[src/rtl/alu_controller.sv]
// alu_controller: sequences one instruction at a time through an external
// combinational ALU. An instruction is accepted in IDLE. It drives the ALU
// during EXEC and captures the ALU result and flags at the end of EXEC. The
// response is then held in RESP until the consumer accepts it.
//
// Ports:
//   clk_i, rst_i (async, active-high)
//   instr_*  : instruction handshake (valid/ready), op, cond, s, operands a/b
//   alu_*_o  : registered operands and opcode to the ALU
//   alu_*_i  : ALU result and flags ([0]=Z, [1]=Nf)
//   result_* : response handshake (valid/ready), data, wr/exec/err qualifiers
//   flags_o  : architectural flag register ([0]=Z, [1]=Nf)
module alu_controller #(
  parameter int N = 4
) (
  input  logic         clk_i,
  input  logic         rst_i,
  input  logic         instr_valid_i,
  output logic         instr_ready_o,
  input  logic [2:0]   instr_op_i,
  input  logic [1:0]   instr_cond_i,
  input  logic         instr_s_i,
  input  logic [N-1:0] instr_a_i,
  input  logic [N-1:0] instr_b_i,
  output logic [N-1:0] alu_a_o,
  output logic [N-1:0] alu_b_o,
  output logic [2:0]   alu_opcode_o,
  input  logic [N-1:0] alu_result_i,
  input  logic [1:0]   alu_flags_i,
  output logic         result_valid_o,
  input  logic         result_ready_i,
  output logic [N-1:0] result_o,
  output logic         result_wr_o,
  output logic         result_exec_o,
  output logic         result_err_o,
  output logic [1:0]   flags_o
);

  // ALU opcodes (must match the ALU's definitions)
  localparam logic [2:0] ARITH_SUM = 3'b000;
  localparam logic [2:0] ARITH_RES = 3'b001;
  localparam logic [2:0] ARITH_MUL = 3'b010;
  localparam logic [2:0] CR_       = 3'b011;

  // Instruction op codes
  localparam logic [2:0] OP_SUM = 3'b000;
  localparam logic [2:0] OP_RES = 3'b001;
  localparam logic [2:0] OP_MUL = 3'b010;
  localparam logic [2:0] OP_CMP = 3'b011;
  localparam logic [2:0] OP_MOV = 3'b100;

  typedef enum logic [1:0] {IDLE = 2'd0, EXEC = 2'd1, RESP = 2'd2} state_t;

  state_t       state_q;
  logic         cmp_q, s_q, pass_q, legal_q;
  logic [N-1:0] alu_a_q, alu_b_q, result_q;
  logic [2:0]   alu_opcode_q;
  logic         valid_q, wr_q, exec_q, err_q;
  logic [1:0]   flags_q;

  // Decode of the offered instruction, used only on the accept cycle
  logic         legal_d, pass_d;
  logic [2:0]   opcode_d;

  always_comb begin
    legal_d  = 1'b1;
    opcode_d = ARITH_SUM;
    case (instr_op_i)
      OP_SUM:         opcode_d = ARITH_SUM;
      OP_RES, OP_CMP: opcode_d = ARITH_RES;
      OP_MUL:         opcode_d = ARITH_MUL;
      OP_MOV:         opcode_d = CR_;
      default:        legal_d  = 1'b0;
    endcase
    // The condition is resolved against the flags as they stand at
    // acceptance, so this instruction can never observe its own update.
    pass_d = 1'b1;
    case (instr_cond_i)
      2'b00:   pass_d = 1'b1;
      2'b01:   pass_d = flags_q[0];
      2'b10:   pass_d = ~flags_q[0];
      default: pass_d = flags_q[1];
    endcase
  end

  always_ff @(posedge clk_i or posedge rst_i) begin
    if (rst_i) begin
      state_q      <= IDLE;
      cmp_q        <= 1'b0;
      s_q          <= 1'b0;
      pass_q       <= 1'b0;
      legal_q      <= 1'b0;
      alu_a_q      <= '0;
      alu_b_q      <= '0;
      alu_opcode_q <= ARITH_SUM;
      result_q     <= '0;
      valid_q      <= 1'b0;
      wr_q         <= 1'b0;
      exec_q       <= 1'b0;
      err_q        <= 1'b0;
      flags_q      <= 2'b00;
    end else begin
      case (state_q)
        IDLE: begin
          if (instr_valid_i) begin
            cmp_q   <= (instr_op_i == OP_CMP);
            s_q     <= instr_s_i;
            pass_q  <= pass_d;
            legal_q <= legal_d;
            // Illegal ops leave the ALU inputs untouched
            if (legal_d) begin
              alu_a_q      <= instr_a_i;
              alu_b_q      <= instr_b_i;
              alu_opcode_q <= opcode_d;
            end
            state_q <= EXEC;
          end
        end
        EXEC: begin
          if (!legal_q) begin
            result_q <= '0;
            wr_q     <= 1'b0;
            exec_q   <= 1'b0;
            err_q    <= 1'b1;
          end else if (pass_q) begin
            result_q <= alu_result_i;
            wr_q     <= ~cmp_q;
            exec_q   <= 1'b1;
            err_q    <= 1'b0;
            // CMP exists only to set flags, so it ignores the s bit
            if (s_q || cmp_q) flags_q <= alu_flags_i;
          end else begin
            result_q <= '0;
            wr_q     <= 1'b0;
            exec_q   <= 1'b0;
            err_q    <= 1'b0;
          end
          valid_q <= 1'b1;
          state_q <= RESP;
        end
        RESP: begin
          if (result_ready_i) begin
            valid_q <= 1'b0;
            state_q <= IDLE;
          end
        end
        default: begin
          valid_q <= 1'b0;
          state_q <= IDLE;
        end
      endcase
    end
  end

  // Ready is decoded from the state rather than registered. This way it is
  // low throughout reset and already high in the first cycle after release.
  assign instr_ready_o  = (state_q == IDLE) & ~rst_i;
  assign result_valid_o = valid_q;
  assign result_o       = result_q;
  assign result_wr_o    = wr_q;
  assign result_exec_o  = exec_q;
  assign result_err_o   = err_q;
  assign flags_o        = flags_q;
  assign alu_a_o        = alu_a_q;
  assign alu_b_o        = alu_b_q;
  assign alu_opcode_o   = alu_opcode_q;

endmodule

[config.mk]
export PLATFORM = sky130hd
export DESIGN_NAME = alu_controller
export DESIGN_NICKNAME = d
export VERILOG_FILES = /design/src/rtl/alu_controller.sv
export SDC_FILE = /design/constraint.sdc
export NUM_CORES = 1
export LEC_CHECK = 0
export CAP_MARGIN = 40
export CORE_MARGIN = 2
export CORE_UTILIZATION = 41
export CTS_CLUSTER_DIAMETER = 150
export DETAILED_ROUTE_END_ITERATION = 16
export PLACE_DENSITY = 0.77
export SYNTH_ARGS = -nofsm -noshare
export SYNTH_HDL_FRONTEND = slang
export SYNTH_SLANG_ARGS = --single-unit
[constraint.sdc]
create_clock -name clk_i -period 2 [get_ports clk_i]
set_input_delay 0.4 -clock clk_i [delete_from_list [all_inputs] [get_ports clk_i]]
set_output_delay 0.4 -clock clk_i [all_outputs]
set_load 0.005 [all_outputs]
==> metrics.txt, run 1 <==
Synth Net Count 107; DRC Markers 0; Synth cell types 29; Worst EP arrival 1.55 ns; fin util 0.644; vias in the first global route 796; Worst setup SP type flip-flop; Final Instance Area 0.00162 mm²; Post-synth EDFFs 0; post_cts resized 0; DP HPWL 1690 µm; number of CTS-inserted buffers 3; GPL Wtd Cong 0.728; clock slew at reported path FFs 0.14 ns; Port-buffer cells 44; synthesis-stage register bit count 26; CP Capture Type output port; Worst IR Drop VDD 0.861 mV; Seq/Total Area, Yosys 0.588; Final Max Tran Viols 0; commonest cells after routing, fill and taps aside clkdlybuf4s50_1 (44), dfrtp_1 (26), nand2_1 (9); Lkg Pwr 0.735 nW; Hold Path Class in -> async; RSZ-0062 raised after global routing false; Worst R2R Setup Slack 0.40 ns; max capacitance violation total 0; area grow syn2layout 46.8%; Ys Warns 0; Synth Cell Area 0.00111 mm²; postcts setup bufs 0; Die Footprint 0.00313 mm²; most common cell after layout, fill and taps aside clkdlybuf4s50_1; CTS Buffer Depth 2; 1st-iter DRT viols 8; Die X 55.9 µm; Post-Synthesis Cells 83; Setup TNS 0 ns; Post-synth top flop dfrtp_1; final critical-path required period 1.95 ns; global-route wire length before repair 3610 µm; clock sinks 26; DR WL/cell 13.8 µm; global route overflow 0; Critical Path RT 1.60 ns; pwr dens 1360 mW/mm²; ANT cells 0; CP Class reg -> out; clk_lat worst skew 0.33 ns; layout cells sized above 1 0.147; FP Rows 18; Nets 154; Final Hold Viols 0; async set or reset register ratio after synthesis 1.00; placed cell areas 0.00157 mm²; Final Skew 0.00549 ns; fmax 512 MHz; Slowest-stage cell, CP clkdlybuf4s50_1; status complete, no violations; final worst path period share 0.977; Tot Pwr 0.00222 W; Boundary Pins 46; drt first pass iters 4; die height 55.9 µm; Starting Density 0.438; Hold Buf Count CTS 0; syn avg cell area 13.3 µm²; final setup fails 0; Vias per Instance 4.96; CP cell instances nor3_1, clkdlybuf4s50_1; antenna violations before repair 0; CTS tree done; core area 0.00252 mm²; CP max stage delay 0.55 ns; CTS Root Cell clkbuf_4; CP Max Fanout 6; antenna-violating nets left 0; Total GRT Usage 0.147; H-tree Lvls 1; Vias 788; largest net degree at the start of global routing 27; Detailed Route WL 2200 µm
synthesized netlist by cell type, types with 2 or more instances:
master	instances	share of area
nand2_1	9	0.031
o21a_1	2	0.014
nor2_1	2	0.0068
o21ai_0	7	0.032
mux2_4	8	0.11
a22o_1	5	0.040
inv_1	2	0.0068
mux2_2	2	0.020
dfrtp_1	26	0.59
sequential cells by signal, indices dropped and copies added, names as in the netlist:
register        flops
alu_a_o             4
alu_b_o             4
result_o            4
alu_opcode_o        2
flags_o             2
state_q             2
cmp_q               1
legal_q             1
pass_q              1
result_err_o        1
result_exec_o       1
result_valid_o      1
result_wr_o         1
s_q                 1
report_power, final:
part | switching, W | internal, W | leakage, nW | total (W)
sequential | 0.000157 | 0.000769 | 0.325 | 0.000926
clock | 0.000160 | 0.000203 | 0.0279 | 0.000363
combinational | 0.000298 | 0.000629 | 0.383 | 0.000927
total | 0.000615 | 0.00160 | 0.735 | 0.00222
kinds of logic (layout without fill, tap and decap cells):
| logic type | Yosys count | in the layout | synth area share |
|---|---|---|---|
| flip-flops | 26 | 26 | 0.588 |
| XOR/XNOR | 1 | 1 | 0.00792 |
| buffers and inverters | 7 | 53 | 0.0464 |
| multiplexers | 11 | 11 | 0.138 |
| other | 1 | 1 | 0.00339 |
| AND/OR/NAND/NOR | 18 | 18 | 0.0928 |
| AO/OA/AOI/OAI | 19 | 19 | 0.123 |
metal layers:
metal | global-route usage | up-vias | wire, µm
met5 | 0 | - | 0
met4 | 0.0510 | 0 | 32
met3 | 0.0302 | 4 | 100
met2 | 0.243 | 23 | 1090
met1 | 0.192 | 384 | 978
li1 | - | 377 | -
worst max-delay path, delay by kind of cell (launching register included):
family / cells / cell delay [ns]
flops: 1 / 0.45
buf+inv: 1 / 0.55
simple gates: 1 / 0.22
final timing paths:
path                       cells after the start           from              to
max in group asynchronous                      3          rst_i      alu_b_o[1]
setup / recovery                               2     state_q[1]   instr_ready_o
min in group clk_i                             1  result_exec_o   result_exec_o
hold reg to reg                                1  result_exec_o   result_exec_o
hold / removal                                 3          rst_i  result_valid_o
setup reg to reg                               4     state_q[1]      alu_b_o[1]
cell type report:
class / count / area [µm²]
clock inverters: 1 / 30.0
inverters: 3 / 23.8
flip-flops and latches: 26 / 651
multi-input cells: 50 / 404
clock buffers: 3 / 22.5
well taps: 30 / 37.5
fillers: 210 / 898
repair buffers: 46 / 455
per-stage QoR:
step	worst slack, ns	cells	hold slack [ns]
floorplan	0.525	83	0.440
global placement	0.0354	155	0.461
detailed placement	0.0184	155	0.466
CTS	0.0368	159	0.437
global route	0.00300	159	0.447
finish	0.0451	159	0.422
No activity file was read; power rests on OpenSTA's default activity.
==> inputs of run 2 (changes only) <==
--- a/config.mk
+++ b/config.mk
@@ -5,12 +5,13 @@
 export SDC_FILE = /design/constraint.sdc
 export NUM_CORES = 1
 export LEC_CHECK = 0
+export ABC_AREA = 1
 export CAP_MARGIN = 40
 export CORE_MARGIN = 2
-export CORE_UTILIZATION = 41
+export CORE_UTILIZATION = 42
 export CTS_CLUSTER_DIAMETER = 150
 export DETAILED_ROUTE_END_ITERATION = 16
-export PLACE_DENSITY = 0.77
+export PLACE_DENSITY = 0.79
 export SYNTH_ARGS = -nofsm -noshare
 export SYNTH_HDL_FRONTEND = slang
 export SYNTH_SLANG_ARGS = --single-unit
==> metrics.txt, run 2 <==
Nets 203; DR WL/cell 11.2 µm; Register Area 651 µm²; Most Used Layer, Global Route met2; drt first pass iters 4; Setup Slack @ Placement 0.131 ns; global-route wire length before repair 4030 µm; CP Max Fanout 4; post_cts resized 0; Post-Synthesis Cells 130; H-tree Lvls 1; M1 GR Usage 0.188; CP Capture Type output port; pwr dens 1260 mW/mm²; final setup fails 0; Post-synth top flop dfrtp_1; Lkg Pwr 0.795 nW; Hold Path Class in -> async; final worst path period share 0.945; Final Skew 0.00411 ns; Port-buffer cells 44; Slowest-stage cell, CP clkdlybuf4s50_1; Total GRT Usage 0.163; syn avg cell area 8.64 µm²; setup ws final 0.110 ns; clk_lat worst skew 0.30 ns; core area 0.00250 mm²; die height 55.7 µm; Starting Density 0.449; RR Endpoint flags_o[1]; CP top delay family buffers and inverters; Hold Buf Count CTS 0; vias in the first global route 994; 1st-iter DRT viols 13; Seq/Total Area, Yosys 0.579; worst reg2reg startpoint state_q[1]; RSZ-0062 raised after global routing false; CP Class reg -> out; Worst R2R Setup Slack 0.85 ns; Setup TNS 0 ns; largest cells by area after synthesis dfrtp_1 (58%), nand2_1 (19%), nand3_1 (6.7%); Synth Cell Area 0.00112 mm²; CTS Buffer Depth 2; Vias per Instance 4.72; CP max stage delay 0.52 ns; clock slew at reported path FFs 0.12 ns; final critical-path required period 1.89 ns; largest net degree at the start of global routing 27; top cells by count, synth nand2_1 (57), dfrtp_1 (26), nand3_1 (15); antenna violations before repair 0; CP cell instances inv_2, nand2_2, nor2_1, clkdlybuf4s50_1; top-count cell post-synth nand2_1; clock sinks 26; DP Cell Count 204; Final Hold Viols 0; Die Footprint 0.00310 mm²; commonest cells after routing, fill and taps aside nand2_1 (57), clkdlybuf4s50_1 (44), dfrtp_1 (26); ANT cells 0; Post-synth EDFFs 0; fmax 529 MHz; Yosys top cell by area dfrtp_1; Post-Layout Cell Count 207; Final Max Tran Viols 0; Detailed Route WL 2320 µm; DP HPWL 1810 µm; status complete, no violations; Tot Pwr 0.00204 W; async set or reset register ratio after synthesis 1.00; Die X 55.7 µm; Worst setup SP type flip-flop; CTS tree done; hold slack 0.456 ns; Synth Net Count 154; postcts setup bufs 0; CTS Root Cell clkbuf_4; area grow syn2layout 43.9%; global route overflow 0; Ys Warns 0; CP bufs+invs 2; Vias 978; most common cell after layout, fill and taps aside nand2_1; Boundary Pins 46; Synth top area share 0.579; max capacitance violation total 0; number of CTS-inserted buffers 3; FP Rows 18; Critical Path RT 1.60 ns; antenna-violating nets left 0; DRC Markers 0; Synth cell types 17; synthesis-stage register bit count 26; Worst IR Drop VDD 0.776 mV; global routing usage on met3 0.0419; GPL Wtd Cong 0.756; worst r2r path cells 6; Worst EP arrival 1.49 ns; layout cells sized above 1 0.0904; area of the multi-input gates 408 µm²; fillcell total 225; global routing usage on met2 0.279
==> run 2: cell count changes after synthesis, moves of 2 or more <==
cell	change
mux2_4	-8
nand2_2	+4
mux2_2	-2
nor2_1	+2
a22o_1	-5
inv_1	+5
nand2_1	+48
nand3_1	+14
o21a_1	-2
==> run 2: worst reg2reg max path, delay by kind of cell (launching register included) <==
family,cells,cell delay [ns]
simple gates,5,0.57
buf+inv,1,0.08
flops,1,0.42
==> run 2: area by class of cell <==
cell class / count / share of cell area
well taps: 30 / 0.0232
repair buffers: 47 / 0.286
flip-flops and latches: 26 / 0.402
inverters: 9 / 0.0217
multi-input cells: 92 / 0.252
clock buffers: 3 / 0.0139
==> run 2: report_power, final <==
| group | internal (W) | switching [W] | total, W |
|---|---|---|---|
| Sequential | 0.000773 | 0.000146 | 0.000918 |
| Combinational | 0.000533 | 0.000385 | 0.000917 |
| Clock | 0.0000703 | 0.000133 | 0.000204 |
| Total | 0.00138 | 0.000664 | 0.00204 |
==> run 2: kinds of logic (layout without fill, tap and decap cells) <==
kind of cell,count (synthesis),count (layout),synth area share
flops,26,26,0.579
buf+inv,12,59,0.0579
other cells,1,1,0.00334
simple gates,83,83,0.314
compound gates,8,8,0.0457
==> run 2: worst max path at each step <==
stage / startpoint / to / slack [ns] / depth (start not counted)
finish: state_q[0] / instr_ready_o / 0.11 / 4
global route: state_q[0] / instr_ready_o / 0.003 / 4
CTS: state_q[0] / instr_ready_o / 0.08 / 4
detailed placement: rst_i / instr_ready_o / 0.13 / 3
global placement: rst_i / instr_ready_o / 0.18 / 3
floorplan: state_q[0] / alu_a_o[1] / 0.92 / 7
==> run 2: metrics by stage <==
stage / area [µm²] / util
floorplan: 1120 / -
global placement: 1590 / 0.638
detailed placement: 1590 / 0.638
CTS: 1620 / 0.647
global route: 1620 / 0.647
finish: 1620 / 0.647
==> run 2: routing by layer <==
layer / vias up / wire (µm)
met5: - / 0
li1: 500 / -
met2: 37 / 1100
met4: 0 / 50
met1: 435 / 995
met3: 6 / 168
